### config.mk
export PLATFORM = sky130hd
export DESIGN_NAME = som_sub_seq
export DESIGN_NICKNAME = d
export VERILOG_FILES = /design/src/rtl/som_sub_seq_pkg.sv /design/src/rtl/som_chunk.sv /design/src/rtl/som_fa.sv /design/src/rtl/som_sub_seq.sv
export SDC_FILE = /design/constraint.sdc
export NUM_CORES = 1
export LEC_CHECK = 0
export BUFFER_PORTS_ARGS = -buffer_cell sky130_fd_sc_hd__buf_2
export CORE_MARGIN = 3
export CORE_UTILIZATION = 54
export DETAILED_ROUTE_END_ITERATION = 7
export GPL_TIMING_DRIVEN = 0
export HOLD_SLACK_MARGIN = 0.12
export PLACE_DENSITY = 0.79
export SYNTH_ARGS = -nofsm -noshare
export SYNTH_HDL_FRONTEND = slang
export SYNTH_SLANG_ARGS = --single-unit
### constraint.sdc
create_clock -name clk -period 3.74 [get_ports clk]
set_clock_uncertainty 0.15 [all_clocks]
set_input_delay 0 -clock clk [delete_from_list [all_inputs] [get_ports clk]]
set_output_delay 0 -clock clk [all_outputs]
set_load 0.05 [all_outputs]
### src/rtl/som_sub_seq_pkg.sv
// Shared types and elaboration helpers for the chunked adder/subtractor.
package som_sub_seq_pkg;

    typedef enum logic [1:0] {
        ST_IDLE = 2'd0,
        ST_CALC = 2'd1,
        ST_DONE = 2'd2
    } state_e;

    // Number of chunk cycles needed for one operation.
    function automatic int unsigned nch_f(input int unsigned width, input int unsigned chunk);
        return (chunk == 0) ? 0 : width / chunk;
    endfunction

    // Chunk-index register width; never zero so a single-chunk build still elaborates.
    function automatic int unsigned idx_w_f(input int unsigned nch);
        return (nch > 1) ? $clog2(nch) : 1;
    endfunction

endpackage

### src/rtl/som_chunk.sv
// Combinational CHUNK-bit ripple adder; also exposes the carry into its MSB for overflow detection.
module som_chunk #(
    parameter int unsigned CHUNK = 4
) (
    input  logic [CHUNK-1:0] x,
    input  logic [CHUNK-1:0] y,
    input  logic             cin,
    output logic [CHUNK-1:0] s,
    output logic             cout,
    output logic             c_msb
);

    logic [CHUNK:0] c;

    assign c[0] = cin;

    // Ripple chain of full-adder cells, LSB first.
    for (genvar b = 0; b < CHUNK; b++) begin : g_bit
        som_fa u_fa (
            .a  (x[b]),
            .b  (y[b]),
            .ci (c[b]),
            .s  (s[b]),
            .co (c[b+1])
        );
    end

    assign cout  = c[CHUNK];
    assign c_msb = c[CHUNK-1];

endmodule

### src/rtl/som_fa.sv
// One-bit full-adder cell, the ripple element of som_chunk.
module som_fa (
    input  logic a,
    input  logic b,
    input  logic ci,
    output logic s,
    output logic co
);

    assign s  = a ^ b ^ ci;
    assign co = (a & b) | (ci & (a ^ b));

endmodule

### src/rtl/som_sub_seq.sv
// Multi-cycle add/subtract: CHUNK bits per clock with the ripple carry held in a flop between chunks.
module som_sub_seq
    import som_sub_seq_pkg::*;
#(
    parameter int unsigned WIDTH = 16,
    parameter int unsigned CHUNK = 4
) (
    input  logic             clk,
    input  logic             rst,
    input  logic             start,
    input  logic             sub,
    input  logic [WIDTH-1:0] x,
    input  logic [WIDTH-1:0] y,
    input  logic             Cin,
    output logic [WIDTH-1:0] A,
    output logic             Cout,
    output logic             Ovf,
    output logic             busy,
    output logic             done
);

    localparam int unsigned NCH   = nch_f(WIDTH, CHUNK);
    localparam int unsigned IDX_W = idx_w_f(NCH);

    // Reject chunk sizes that do not tile the word.
    if (CHUNK < 1 || CHUNK > WIDTH) begin : g_bad_chunk
        $error("som_sub_seq: CHUNK must satisfy 1 <= CHUNK <= WIDTH");
    end
    if ((CHUNK >= 1) && (WIDTH % CHUNK != 0)) begin : g_bad_width
        $error("som_sub_seq: WIDTH must be a multiple of CHUNK");
    end

    state_e             state_q, state_d;
    logic [IDX_W-1:0]   idx_q, idx_d;
    logic [WIDTH-1:0]   x_q, x_d;
    logic [WIDTH-1:0]   y_q, y_d;
    logic               carry_q, carry_d;
    logic [WIDTH-1:0]   a_q, a_d;
    logic               cout_q, cout_d;
    logic               ovf_q, ovf_d;
    logic               busy_q, busy_d;
    logic               done_q, done_d;

    int unsigned        base_c;
    logic [CHUNK-1:0]   ch_x_c, ch_y_c, ch_s_c;
    logic               ch_co_c, ch_cmsb_c;
    logic               accept_c;

    // Select the chunk currently being processed.
    always_comb begin
        base_c = 32'(idx_q) * CHUNK;
        ch_x_c = x_q[base_c +: CHUNK];
        ch_y_c = y_q[base_c +: CHUNK];
    end

    som_chunk #(
        .CHUNK (CHUNK)
    ) u_chunk (
        .x     (ch_x_c),
        .y     (ch_y_c),
        .cin   (carry_q),
        .s     (ch_s_c),
        .cout  (ch_co_c),
        .c_msb (ch_cmsb_c)
    );

    // A new operation is accepted whenever the unit is not mid-calculation.
    assign accept_c = start && (state_q != ST_CALC);

    // Next-state and next-output logic.
    always_comb begin
        state_d = state_q;
        idx_d   = idx_q;
        x_d     = x_q;
        y_d     = y_q;
        carry_d = carry_q;
        a_d     = a_q;
        cout_d  = cout_q;
        ovf_d   = ovf_q;
        busy_d  = 1'b0;
        done_d  = 1'b0;

        case (state_q)
            ST_IDLE, ST_DONE: begin
                state_d = ST_IDLE;
            end
            ST_CALC: begin
                busy_d             = 1'b1;
                a_d[base_c +: CHUNK] = ch_s_c;
                carry_d            = ch_co_c;
                idx_d              = IDX_W'(idx_q + 1'b1);
                if (idx_q == IDX_W'(NCH - 1)) begin
                    state_d = ST_DONE;
                    busy_d  = 1'b0;
                    done_d  = 1'b1;
                    cout_d  = ch_co_c;
                    ovf_d   = ch_cmsb_c ^ ch_co_c;
                end
            end
            default: begin
                state_d = ST_IDLE;
            end
        endcase

        // Subtraction is x + ~y + ~Cin; fold the inversion in at latch time.
        if (accept_c) begin
            state_d = ST_CALC;
            busy_d  = 1'b1;
            idx_d   = '0;
            x_d     = x;
            y_d     = sub ? ~y : y;
            carry_d = sub ? ~Cin : Cin;
        end
    end

    // State and output registers with synchronous reset.
    always_ff @(posedge clk) begin
        if (rst) begin
            state_q <= ST_IDLE;
            idx_q   <= '0;
            x_q     <= '0;
            y_q     <= '0;
            carry_q <= 1'b0;
            a_q     <= '0;
            cout_q  <= 1'b0;
            ovf_q   <= 1'b0;
            busy_q  <= 1'b0;
            done_q  <= 1'b0;
        end else begin
            state_q <= state_d;
            idx_q   <= idx_d;
            x_q     <= x_d;
            y_q     <= y_d;
            carry_q <= carry_d;
            a_q     <= a_d;
            cout_q  <= cout_d;
            ovf_q   <= ovf_d;
            busy_q  <= busy_d;
            done_q  <= done_d;
        end
    end

    assign A    = a_q;
    assign Cout = cout_q;
    assign Ovf  = ovf_q;
    assign busy = busy_q;
    assign done = done_q;

endmodule

==> results.md <==
* Area growth from synthesis to layout at 36.46%
* CP Class: reg -> reg
* Minimum clock period at roughly 3200 ps
* CTS tree: yes
* Sequential Power Share at between 40% and 50%
* Gate Count Post-Synth at around 280
* Ratio of cells with drive above 1 in the final layout at 21.68%
* Buffers on Ports at 53
* Internal power at 1.107 mW
* Max-slew violations at 0
* Slew @ Worst Pin at just under 500 ps
* Post-CTS setup buffers at 0
* Clock share of power at between 30% and 40%
* Total CTS buffers at 9
* CP startpoint: idx_q[0]
* Status: completed
* Antenna-violating nets left at 0
* Fin Setup TNS at 0 ps
* Endpoints failing setup at 0
* Initial Util at 58.42%
* Via count at 2504
* Initial antenna violation count at 0
* Critical Path End: Ovf
* Worst Hold Depth at 4
* Cell Area, Synth at 2666 um2
* Clk buf depth at 2
* Core area at 4564 um2
* Clk Latency, worst-skew pair at 340 ps
* I/O pins at 57
* Final WL at 6.885 mm
* Design Area, Final at ~3600 um2
* Initial detailed-routing violation count at 174
* Peak supply drop at 0.2688 mV
* Mapped Nets at 328
* FFs w/ async S/R, synth at 0%
* Gr usage total at 25.20%
* Synth top area share at 42.80%
* Synth area leader: dfxtp_1
* First-pass GRT wire length at between 10 and 15 mm
* Hold Path Class: in -> reg
* Post-DR wirelength/cell at ~15 um
* YS warnings at 0
* Filler cell count in the final layout at roughly 320
* Unrepaired setup endpoints after global routing: no
* Final period utilization at 86.75%
* Register-to-register setup slack at between 400 and 500 ps
* Combinational power share at 18.0%
* R2R depth at 11
* Gpl congestion at ~0.83
* Reg2reg start: idx_q[0]
* Vias in the first global route at between 2000 and 3000
* Crit-path max FO at 10
* Largest cells by area after synthesis: dfxtp_1, a21oi_1, xnor2_1, a211oi_1, mux4_2
* RR Endpoint: Ovf
* DR pass1 iterations at 4
* Most frequent cell after synthesis: dfxtp_1
* Gr ovfl total at 0
* Hpwl dp at 4.277 mm
* # H-tree levels at 3
* Clock Pin Slew Worst Setup and Hold Paths at 60 ps
* Largest net degree at the start of global routing at 11
* Number of max-cap violations at 0
* Layout Cells excl Fill at roughly 460
* Most frequent cells after synthesis: dfxtp_1, a21oi_1, inv_1
* Top FF cell, synth: dfxtp_1
* Crit path DAT at 3360 ps
* Static Leak at 1.438 nW
* Number of synthesized register bits at between 50 and 60
* Critical path endpoint category: register
* Startpoint types: register
* Final Util at 79.71%
* Post-synth EDFFs at 0
* Netlist cell types at 32
* Nets at 435
* Psw at a little under 400 uW
* CTS Sinks at 57
* Power per cell area at 410.6 nW/um2
* Avg Inst Size Synth at 9.489 um2
* Slew HR at ~67%
* Die Wd at approximately 76 um
* Register area share after synthesis at about 43%
* Critical Path RT at 3860 ps
* FP Rows at 24
* Cell Area, Placed at 3013 um2
* Peak Freq at 308.2 MHz
* Die Footprint at 5817 um2
* N_diodes at 0
* Vias per cell at around 5.5
* Sw Share at 25.94%
* CTS Root Buffer Type: clkbuf_8
* Hold Vio Cnt, Final at 0
* DRC errors left at 0
* Placed cells at 399
* Die extent in y at 76.27 um
-- critical path, cell delays in order (launching register included) --
cell and delay, ps:
dfxtp_1 540, buf_2 340, mux4_2 340, inv_1 90
fa_1 200, fa_1 170, inv_1 50, fa_1 410
fa_1 450, xor2_1 170, nand3_1 100, a21oi_1 150
-- how the worst min path moves through the flow --
stage / endpoint / start / slack [ps]
after floorplan: x_q[0] / x[0] / -2
after global placement: x_q[10] / x[10] / 110
after detailed placement: x_q[13] / x[13] / 110
after CTS: y_q[9] / sub / 160
after global routing: y_q[10] / sub / 200
final: y_q[9] / sub / 170
-- power by group through the flow --
stage                     logic, mW  registers [mW]  clock network [mW]
after floorplan               0.146           0.680                   0
after global placement        0.214           0.671                   0
after detailed placement      0.219           0.672                   0
after CTS                     0.261           0.659               0.571
after global routing          0.295           0.663               0.597
final                         0.268           0.660               0.565
-- placed cells by master, fill, tap and decap left out, drive strengths merged, types with 5 or more instances in the layout --
cell,Yosys,routed
a211oi,16,16
a21oi,39,39
buf,11,64
clkbuf,14,26
dfxtp,57,57
dlygate4sd3,0,43
ha,6,6
inv,21,21
mux4,8,8
nand2,7,7
nand3,18,18
nand4,5,5
nor2,6,6
o21ai,16,16
o32ai,12,12
xnor2,18,18
-- per-stage QoR --
stage / hold slack, ps / power, mW / setup WS (ps)
2_1_floorplan: -2.299 / 0.8263 / 802.2
3_3_place_gp: 106.4 / 0.8850 / 548.2
3_5_place_dp: 112.3 / 0.8907 / 534.6
4_1_cts: 159.2 / 1.491 / 499.3
5_1_grt: 199.8 / 1.555 / 315.4
6_report: 165.1 / 1.494 / 495.4
-- sequential cells by signal, indices dropped and copies added (netlist names) --
| name | count |
|---|---|
| A | 16 |
| Cout | 1 |
| Ovf | 1 |
| busy | 1 |
| carry_q | 1 |
| done | 1 |
| idx_q | 2 |
| state_q | 2 |
| x_q | 16 |
| y_q | 16 |
-- cell type report --
cell class	instances	area, um2	share of cell area, %
Timing Repair Buffer	96	695.7	19.12
Sequential cell	57	1141	31.36
Inverter	21	78.83	2.166
Tap cell	65	81.33	2.235
Clock inverter	3	40.04	1.100
Multi-Input combinational cell	178	1339	36.79
Buffer	25	107.6	2.957
Clock buffer	12	155.1	4.264
-- layer usage --
layer  wire, um  GRT usage [%]  share of wire, %  vias to the layer above
met5          0              0                 0                        -
met4        222          13.22               3.2                        0
met3        348          5.319               5.1                       23
met2       3326          41.21                48                       88
met1       2988          31.20                43                     1169
li1           -              -                 -                     1224
-- timing repair --
action / in CTS / in global routing
hold buffers: 43 / 0
hold endpoints to repair: 45 / 0
resized for setup: 0 / 0
-- cell families after synthesis --
group / synth area share [%]
AND/OR/NAND/NOR: 10.75
XOR/XNOR: 6.241
AO/OA/AOI/OAI: 19.85
multiplexers: 7.555
adder cells (fa/ha/maj): 5.819
flip-flops: 42.80
buffers and inverters: 6.992
Power figures use the tool's default switching activity.
